$ cat src/rtl/fifo_uart_tx.sv
// fifo_uart_tx
// ----------------------------------------------------------------------------
// Drain side of the usb2serial 512x8 synchronous FIFO. Whenever transmission is
// enabled and the FIFO reports data, one byte is popped into a holding register
// and sent on a UART line: start bit, 8 data bits LSB first, an optional parity
// bit, then one or two stop bits. Runs on the FIFO's clock.
//
// Ports
//   Clk          in   1   system clock (same clock as the FIFO push/pop side)
//   Reset_n      in   1   asynchronous active-low reset
//   Tx_En        in   1   1: may start new bytes; 0: finish current byte, stay idle
//   POP_FLAG     in   4   FIFO pop-side level, 4'h0 = empty
//   FIFO_DOUT    in   8   FIFO read data, valid the cycle after POP
//   POP          out  1   single-cycle FIFO pop strobe
//   UART_TX      out  1   serial line, idle high (registered)
//   Tx_Busy      out  1   1 whenever the state machine is not IDLE
//   Tx_Count     out  16  bytes fully transmitted since reset, wraps
//   o_dbg_state  out  3   current state encoding, for observation only
//
// FIFO handshake: POP_FLAG acts as "valid" and is looked at only in IDLE. A
// nonzero flag there (with Tx_En=1) produces exactly one POP cycle; the FIFO
// answers with FIFO_DOUT on the following cycle, which is captured in LOAD.
// There is no other acceptance condition and no retry.
// ----------------------------------------------------------------------------
module fifo_uart_tx #(
    parameter int CLKS_PER_BIT = 16,
    parameter int PARITY_EN    = 0,
    parameter int PARITY_ODD   = 0,
    parameter int STOP_BITS    = 1
) (
    input  logic        Clk,
    input  logic        Reset_n,
    input  logic        Tx_En,
    input  logic [3:0]  POP_FLAG,
    input  logic [7:0]  FIFO_DOUT,
    output logic        POP,
    output logic        UART_TX,
    output logic        Tx_Busy,
    output logic [15:0] Tx_Count,
    output logic [2:0]  o_dbg_state
);

    typedef enum logic [2:0] {
        S_IDLE   = 3'd0,
        S_POP    = 3'd1,
        S_LOAD   = 3'd2,
        S_START  = 3'd3,
        S_DATA   = 3'd4,
        S_PARITY = 3'd5,
        S_STOP   = 3'd6
    } state_t;

    localparam logic [15:0] DIV_LAST  = 16'(CLKS_PER_BIT - 1);
    localparam logic [2:0]  STOP_LAST = 3'(STOP_BITS - 1);
    localparam logic        PAR_ODD   = (PARITY_ODD != 0);
    localparam logic        PAR_EN    = (PARITY_EN != 0);

    state_t      r_state;
    logic [15:0] r_div;
    logic [2:0]  r_bit;
    logic [7:0]  r_data;
    logic        r_parity;
    logic        r_tx;
    logic        r_pop;
    logic [15:0] r_count;

    state_t      w_state_next;
    logic [15:0] w_div_next;
    logic [2:0]  w_bit_next;
    logic [15:0] w_count_next;
    logic        w_tx_next;
    logic        w_pop_next;
    logic        w_bit_end;

    assign w_bit_end = (r_div == DIV_LAST);

    // Next-state, divider, bit index and byte counter.
    always_comb begin
        w_state_next = r_state;
        w_div_next   = r_div;
        w_bit_next   = r_bit;
        w_count_next = r_count;
        case (r_state)
            S_IDLE: begin
                if (Tx_En && (POP_FLAG != 4'h0)) begin
                    w_state_next = S_POP;
                end
            end
            S_POP: begin
                w_state_next = S_LOAD;
            end
            S_LOAD: begin
                w_state_next = S_START;
                w_div_next   = 16'd0;
                w_bit_next   = 3'd0;
            end
            S_START: begin
                if (w_bit_end) begin
                    w_div_next   = 16'd0;
                    w_bit_next   = 3'd0;
                    w_state_next = S_DATA;
                end else begin
                    w_div_next = r_div + 16'd1;
                end
            end
            S_DATA: begin
                if (w_bit_end) begin
                    w_div_next = 16'd0;
                    if (r_bit == 3'd7) begin
                        w_bit_next   = 3'd0;
                        w_state_next = PAR_EN ? S_PARITY : S_STOP;
                    end else begin
                        w_bit_next = r_bit + 3'd1;
                    end
                end else begin
                    w_div_next = r_div + 16'd1;
                end
            end
            S_PARITY: begin
                if (w_bit_end) begin
                    w_div_next   = 16'd0;
                    w_bit_next   = 3'd0;
                    w_state_next = S_STOP;
                end else begin
                    w_div_next = r_div + 16'd1;
                end
            end
            S_STOP: begin
                // r_bit counts stop bits here, so the divider never needs to
                // span STOP_BITS*CLKS_PER_BIT.
                if (w_bit_end) begin
                    w_div_next = 16'd0;
                    if (r_bit == STOP_LAST) begin
                        w_bit_next   = 3'd0;
                        w_count_next = r_count + 16'd1;
                        w_state_next = S_IDLE;
                    end else begin
                        w_bit_next = r_bit + 3'd1;
                    end
                end else begin
                    w_div_next = r_div + 16'd1;
                end
            end
            default: begin
                w_state_next = S_IDLE;
                w_div_next   = 16'd0;
                w_bit_next   = 3'd0;
            end
        endcase
    end

    // Line level and pop strobe are computed for the state being entered, so
    // the registered outputs line up cycle-for-cycle with r_state.
    always_comb begin
        w_tx_next  = 1'b1;
        w_pop_next = (w_state_next == S_POP);
        case (w_state_next)
            S_START:  w_tx_next = 1'b0;
            S_DATA:   w_tx_next = r_data[w_bit_next];
            S_PARITY: w_tx_next = r_parity;
            default:  w_tx_next = 1'b1;
        endcase
    end

    always_ff @(posedge Clk or negedge Reset_n) begin
        if (!Reset_n) begin
            r_state  <= S_IDLE;
            r_div    <= 16'd0;
            r_bit    <= 3'd0;
            r_data   <= 8'd0;
            r_parity <= 1'b0;
            r_tx     <= 1'b1;
            r_pop    <= 1'b0;
            r_count  <= 16'd0;
        end else begin
            r_state <= w_state_next;
            r_div   <= w_div_next;
            r_bit   <= w_bit_next;
            r_tx    <= w_tx_next;
            r_pop   <= w_pop_next;
            r_count <= w_count_next;
            if (r_state == S_LOAD) begin
                r_data   <= FIFO_DOUT;
                r_parity <= (^FIFO_DOUT) ^ PAR_ODD;
            end
        end
    end

    assign POP         = r_pop;
    assign UART_TX     = r_tx;
    assign Tx_Busy     = (r_state != S_IDLE);
    assign Tx_Count    = r_count;
    assign o_dbg_state = r_state;

endmodule

$ cat config.mk
export PLATFORM = sky130hd
export DESIGN_NAME = fifo_uart_tx
export DESIGN_NICKNAME = d
export VERILOG_FILES = /design/src/rtl/fifo_uart_tx.sv
export SDC_FILE = /design/constraint.sdc
export NUM_CORES = 1
export LEC_CHECK = 0
export CAP_MARGIN = 20
export CORE_MARGIN = 2
export CORE_UTILIZATION = 40
export CTS_BUF_LIST = sky130_fd_sc_hd__clkbuf_8 sky130_fd_sc_hd__clkbuf_16
export DETAILED_ROUTE_END_ITERATION = 16
export GPL_TIMING_DRIVEN = 0
export PLACE_DENSITY = 0.65
export SLEW_MARGIN = 0
export SYNTH_ARGS = -nofsm -noshare
export SYNTH_HDL_FRONTEND = slang
export SYNTH_SLANG_ARGS = --single-unit
$ cat constraint.sdc
create_clock -name Clk -period 2.5 [get_ports Clk]
set_input_delay 0.25 -clock Clk [delete_from_list [all_inputs] [get_ports Clk]]
set_output_delay 0.25 -clock Clk [all_outputs]
set_load 0.05 [all_outputs]
==> metrics.md, run 1 <==
| Metric | Value |
|---|---|
| Setup ws final | `a little over 90 ps` |
| Tot GR Track Use | `16.0%` |
| Synth Cell Area | `2660 um^2` |
| Outcome | `completed` |
| Post-route ant nets | `0` |
| Crit Path Class | `flop to flop` |
| Tmin final | `2410 ps` |
| Ys async rst share | `100%` |
| Initial drt markers | `118` |
| Clock skew | `8.44 ps` |
| Clk sinks | `49` |
| FMAX | `0.415 GHz` |
| Starting density of the core | `41.7%` |
| MaxCap Viol Count | `0` |
| VDD IR-drop max | `between 0.0004 and 0.0005 V` |
| Clk slew on worst S/H paths | `approximately 100 ps` |
| Final Setup Violations | `0` |
| Synthesis-to-finish area growth | `24.0%` |
| Lkg Pwr | `between 1 and 1.5 nW` |
| Initial antenna violation count | `0` |
| Total negative slack | `0 ps` |
| Final #Nets | `324` |
| CTS tree | `done` |
| Share of the synthesized area in the top cell type | `between 40% and 50%` |
| Final Core Density | `51.7%` |
| Worst slack, placed | `28.8 ps` |
| Sequential element share of the synthesized area | `46.1%` |
| Die Y | `85.6 um` |
| Post-synth EDFFs | `0` |
| Avg WL per Cell | `~14 um` |
| Vias in the first global route | `1984` |
| Min-Delay Path Class | `primary input to async pin` |
| Relative slew slack | `63.6%` |
| ANT cells | `0` |
| Mapped Cells | `257` |
| IO Port Bufs | `36` |
| Dpl hpwl | `roughly 3900 um` |
| Pre-Repair DR Iteration Count | `4` |
| Seq cells post-synth | `49` |
| Core outline area | `6390 um^2` |
| RSZ-0062 raised after global routing | `no` |
| Fin crit share | `96.3%` |
| Post-route DRC | `0` |
| Syn nets | `277` |
| Top FF cell, synth | `dfrtp_1` |
| Full die area | `7320 um^2` |
| Critical path endpoint category | `flop` |
| Clk root buf | `clkbuf_8` |
| Power per cell area | `approximately 760 nW/um^2` |
| Least-Margin Pin Slew | `545 ps` |
| CP arrival | `2660 ps` |
| Crit-path cells | `ha_2 -> and4b_1 -> and4_4 -> buf_6 -> and3_1 -> a211oi_4 -> mux2i_1 -> o2111ai_1 -> a41o_1` |
| Final Hold Slack | `about 400 ps` |
| Worst-path fanout max | `10` |
| # rows | `29` |
| Via count | `just over 2000` |
| Largest net degree at the start of global routing | `34` |
| Grt total ovfl | `0` |
| Routability congestion estimate | `0.843` |
| Total Wirelength | `about 5500 um` |
| CP max stage cell | `dfrtp_1` |
| Vias per inst | `5.31` |
| Top cell type by total area after synthesis | `dfrtp_1` |
| CTS H-tree lvls | `2` |
| Share of layout cells above drive strength 1 | `between 10% and 20%` |
| Mean Syn Cell Area | `10.4 um^2` |
| Die width | `85.6 um` |
| CP bufs+invs | `1` |
| Synth top area cells | `dfrtp_1, xnor2_1, nor2_1` |
| Post-synth cell types | `50` |
| CTS Buf Count | `5` |
| Final hold vios | `0` |
| Io pins | `37` |
| First-pass GRT wire length | `9440 um` |
| Clock Path Buffers | `2` |
| Slew Limit Fails | `0` |
| Synth warn | `0` |
| Required @ worst endpoint | `2750 ps` |
| Startpoint Class | `flop` |
| Later-pin clock latency in the skew report | `310 ps` |
| Dominant delay contributor by cell family on the critical path | `compound AO/OA/AOI/OAI gates` |
| Largest stage delay, worst path | `440 ps` |
-- kinds of logic after synthesis --
family | share of synthesized area (%)
buffers and inverters | 3.43
flip-flops | 46.1
XOR/XNOR | 11.5
AO/OA/AOI/OAI | 8.74
adder cells (fa/ha/maj) | 2.35
multiplexers | 5.73
AND/OR/NAND/NOR | 22.1
-- sequential cells by signal, summed over array words and instances (netlist names) --
name / flops
o_dbg_state: 3
UART_TX: 1
Tx_Count: 16
r_bit: 3
r_parity: 1
r_data: 8
r_div: 16
POP: 1
-- routing by layer --
layer,wire (um),vias up,track usage [%]
met1,2660,980,23.1
met4,67,0,5.05
li1,-,993,-
met3,265,5,3.46
met5,0,-,0
met2,2480,50,24.1
-- cells in the final DEF, fill, tap and decap left out, types with 3 or more instances in the layout --
master,netlist,layout
mux2_2,10,10
and3_1,7,7
nand2_1,19,19
nand3_1,7,7
o21ai_0,3,3
xor2_1,13,13
clkbuf_1,5,4
nor3_2,2,3
nor3_1,4,3
buf_4,2,3
ha_1,5,4
clkbuf_8,0,5
o2111ai_1,3,3
inv_1,11,11
nor2b_1,3,3
or3_1,4,4
xnor2_1,22,22
dfrtp_1,48,47
clkdlybuf4s50_1,0,35
mux2i_1,4,4
a21oi_1,8,8
nand4_1,7,7
nor2_1,33,33
-- path summary, 6_finish.rpt --
path	from	endpoint	slack (ps)	depth (start not counted)
worst max-delay path	r_div[0]$_DFFE_PN0P_	UART_TX$_DFF_PN1_	90	9
worst min-delay path	Reset_n	Tx_Count[1]$_DFFE_PN0P_	400	2
worst max register to register	r_div[0]$_DFFE_PN0P_	UART_TX$_DFF_PN1_	90	9
worst min register to register	Tx_Count[7]$_DFFE_PN0P_	Tx_Count[7]$_DFFE_PN0P_	490	1
max in group asynchronous	Reset_n	UART_TX$_DFF_PN1_	1520	3
min in group Clk	Tx_Count[7]$_DFFE_PN0P_	Tx_Count[7]$_DFFE_PN0P_	490	1
-- power breakdown --
group          switching (mW)  total, mW  internal [mW]  leakage (nW)
Combinational           0.473      0.856          0.383         0.727
Sequential              0.130       1.07          0.938         0.643
Clock                   0.290      0.596          0.305        0.0591
Total                   0.893       2.52           1.63          1.43
-- area by class of cell --
class	count	area [um^2]
plain buffers	9	51.3
clock buffers	5	68.8
clock inverters	3	47.5
fillers	598	3080
inverters	11	41.3
multi-input cells	189	1380
flip-flops and latches	49	1230
well taps	77	96.3
repair buffers	39	393
-- what timing repair did --
item / 4_1_cts / 5_1_grt
hold endpoints to repair: 16 / 0
setup buffers: 0 / 1
hold buffers: 1 / 0
endpoints found under the setup margin: 0 / 15
resized for setup: 0 / 7
-- through the flow --
stage	std cells	area, um^2	total power [mW]
2_1_floorplan	257	2660	1.68
3_3_place_gp	370	3120	1.89
3_5_place_dp	371	3130	1.92
4_1_cts	380	3260	2.52
5_1_grt	382	3300	2.68
6_report	382	3300	2.52
-- cells in the mapped netlist, types with 2 or more instances --
master,instances
xor2_1,13
nor3b_1,2
mux2i_1,4
nor4_1,3
a31oi_1,2
o2111ai_1,3
mux2_2,10
nor3_1,4
clkbuf_1,5
xnor2_1,22
nor2_1,33
nand4_1,7
nand2b_1,2
ha_1,5
or3_1,4
o21ai_0,3
nor3_2,2
buf_4,2
nand2_1,19
nand3_1,7
or2_1,2
o32ai_1,2
a21oi_1,8
inv_1,11
dfrtp_1,48
nor4b_1,2
nor2b_1,3
and3_1,7
No activity file was read; power rests on OpenSTA's default activity.
==> run 2: changes to the inputs <==
--- a/config.mk
+++ b/config.mk
@@ -8,10 +8,11 @@
 export CAP_MARGIN = 20
 export CORE_MARGIN = 2
 export CORE_UTILIZATION = 40
-export CTS_BUF_LIST = sky130_fd_sc_hd__clkbuf_8 sky130_fd_sc_hd__clkbuf_16
+export CTS_BUF_LIST = sky130_fd_sc_hd__clkbuf_8
 export DETAILED_ROUTE_END_ITERATION = 16
 export GPL_TIMING_DRIVEN = 0
 export PLACE_DENSITY = 0.65
+export SKIP_LAST_GASP = 1
 export SLEW_MARGIN = 0
 export SYNTH_ARGS = -nofsm -noshare
 export SYNTH_HDL_FRONTEND = slang
==> run 2 against run 1 <==
  * Setup slack better by 11 ps
  * Non-clock buffer count unchanged
  * Maximum frequency up 0.47%
  * Routed wire length down 0.60%
  * Critical path depth up 2
  * Cell area down 0.38%
  * Via count down 0.49%
  * Clock skew up 1.0 ps
  * Sequential share of layout area up 0.10 points
  * Register-to-register slack about the same
  * Critical path type unchanged
  * Highest routed layer unchanged
==> metrics.md, run 2 (synthesized netlist as in run 1, its figures left out) <==
| Metric | Value |
|---|---|
| Post-route DRC | `0` |
| Most frequent cells in the layout | `dfrtp_1, clkdlybuf4s50_1, nor2_1` |
| Initial drt markers | `131` |
| Final #Nets | `approximately 320` |
| Grt total ovfl | `0` |
| CTS H-tree lvls | `2` |
| CTS Buf Count | `5` |
| Synthesis-to-finish area growth | `23.5%` |
| Lkg Pwr | `1.43 nW` |
| Tot GR Track Use | `16.0%` |
| Slew Limit Fails | `0` |
| Core outline area | `6390 um^2` |
| RSZ-0062 raised after global routing | `yes` |
| Initial antenna violation count | `0` |
| Total negative slack | `0 ps` |
| Final hold vios | `0` |
| Via count | `2018` |
| Share of layout cells above drive strength 1 | `around an eighth` |
| Least-Margin Pin Slew | `531 ps` |
| Pre-Repair DR Iteration Count | `4` |
| Full die area | `7320 um^2` |
| Largest stage delay, worst path | `430 ps` |
| Commonest non-fill, non-tap cell in the layout | `dfrtp_1` |
| Fin crit share | `95.9%` |
| Cells after DPL | `~370` |
| Power per cell area | `763 nW/um^2` |
| Dpl hpwl | `3850 um` |
| Avg WL per Cell | `around 14 um` |
| ANT cells | `0` |
| Startpoint Class | `flop` |
| Clk root buf | `clkbuf_8` |
| Post-route ant nets | `0` |
| Critical path endpoint category | `flop` |
| Final Core Density | `51.5%` |
| Tmin final | `about 2400 ps` |
| Final Setup Violations | `0` |
| Clock Path Buffers | `2` |
| Clk slew on worst S/H paths | `100 ps` |
| Routability congestion estimate | `approximately 0.84` |
| Worst-path fanout max | `10` |
| First-pass GRT wire length | `9440 um` |
| Later-pin clock latency in the skew report | `310 ps` |
| VDD IR-drop max | `0.000443 V` |
| Relative slew slack | `64.6%` |
| Total Wirelength | `~5400 um` |
| Non-Filler Instances | `382` |
| Crit Path Class | `flop to flop` |
| Io pins | `37` |
| Vias in the first global route | `1984` |
| IO Port Bufs | `36` |
| Die Y | `85.6 um` |
| Die width | `85.6 um` |
| FMAX | `about 0.42 GHz` |
| MaxCap Viol Count | `0` |
| Largest net degree at the start of global routing | `34` |
| CP max stage cell | `dfrtp_1` |
| Clock skew | `9.48 ps` |
| Min-Delay Path Class | `primary input to async pin` |
| Starting density of the core | `around two fifths` |
| CP arrival | `2650 ps` |
| CTS tree | `done` |
| Outcome | `completed` |
| Required @ worst endpoint | `roughly 2800 ps` |
| # rows | `29` |
| Crit-path cells | `ha_2 -> and4b_1 -> and4_4 -> buf_6 -> buf_4 -> a21oi_1 -> nor3_2 -> inv_1 -> nor3b_1 -> o21bai_1 -> a41o_1` |
| Vias per inst | `5.28` |
| Clk sinks | `just under 50` |
-- run 2: cell count changes in the layout (fill, tap and decap cells not counted) --
cell     previous run  this run
dfrtp_1            47        48
dfrtp_2             1         0
nor3b_1             1         2
nor3b_2             1         0
nor4_1              2         3
nor4_2              2         1
-- run 2: repair_timing --
item,in CTS,in global routing
endpoints found under the setup margin,0,15
hold buffers,1,0
setup buffers,0,1
resized for setup,0,4
endpoints found under the hold margin,16,0
-- run 2: final timing paths --
| path | slack (ps) | to | cells past startpoint | startpoint |
|---|---|---|---|---|
| max in group asynchronous | 1520 | UART_TX$_DFF_PN1_ | 3 | Reset_n |
| min reg2reg | 490 | Tx_Count[7]$_DFFE_PN0P_ | 1 | Tx_Count[7]$_DFFE_PN0P_ |
| min in group Clk | 490 | Tx_Count[7]$_DFFE_PN0P_ | 1 | Tx_Count[7]$_DFFE_PN0P_ |
| min | 400 | Tx_Count[1]$_DFFE_PN0P_ | 2 | Reset_n |
| max | 100 | UART_TX$_DFF_PN1_ | 11 | r_div[0]$_DFFE_PN0P_ |
| max reg2reg | 100 | UART_TX$_DFF_PN1_ | 11 | r_div[0]$_DFFE_PN0P_ |
-- run 2: cell type report --
class	count	area, um^2
Clock inverter	3	47.5
Buffer	9	51.3
Sequential cell	49	1230
Multi-Input combinational cell	189	1360
Timing Repair Buffer	39	393
Fill cell	601	3100
Clock buffer	5	68.8
Tap cell	77	96.3
Inverter	11	41.3
-- run 2: per-layer routing --
metal	wire length, um	track usage [%]	share of wire [%]
met5	0	0	0
met2	2430	24.1	45
met4	66	5.05	1.2
met3	259	3.46	4.8
met1	2690	23.1	49
-- run 2: through the flow --
step / hold slack, ps / power (mW) / instance area [um^2] / worst slack [ps]
after CTS: 401 / 2.52 / 3260 / 8.59
after global placement: 462 / 1.89 / 3120 / -281
after floorplan: -45.6 / 1.68 / 2660 / 88.7
after detailed placement: 212 / 1.92 / 3130 / 28.8
after global routing: 423 / 2.67 / 3290 / -39.4
final: 401 / 2.51 / 3290 / 103
-- run 2: power breakdown --
| part | switching, mW | leakage (nW) | internal, mW |
|---|---|---|---|
| registers | 0.127 | 0.644 | 0.936 |
| logic | 0.472 | 0.723 | 0.377 |
| clock network | 0.292 | 0.0591 | 0.306 |
-- run 2: worst max-delay path: cells and delay by family, from the launching register on --
kind                       cells  cell delay, ps
buffers and inverters          3             450
DFF                            1             430
and+or+nand+nor                4             830
AOI/OAI and AO/OA              3             400
adders and majority gates      1             230
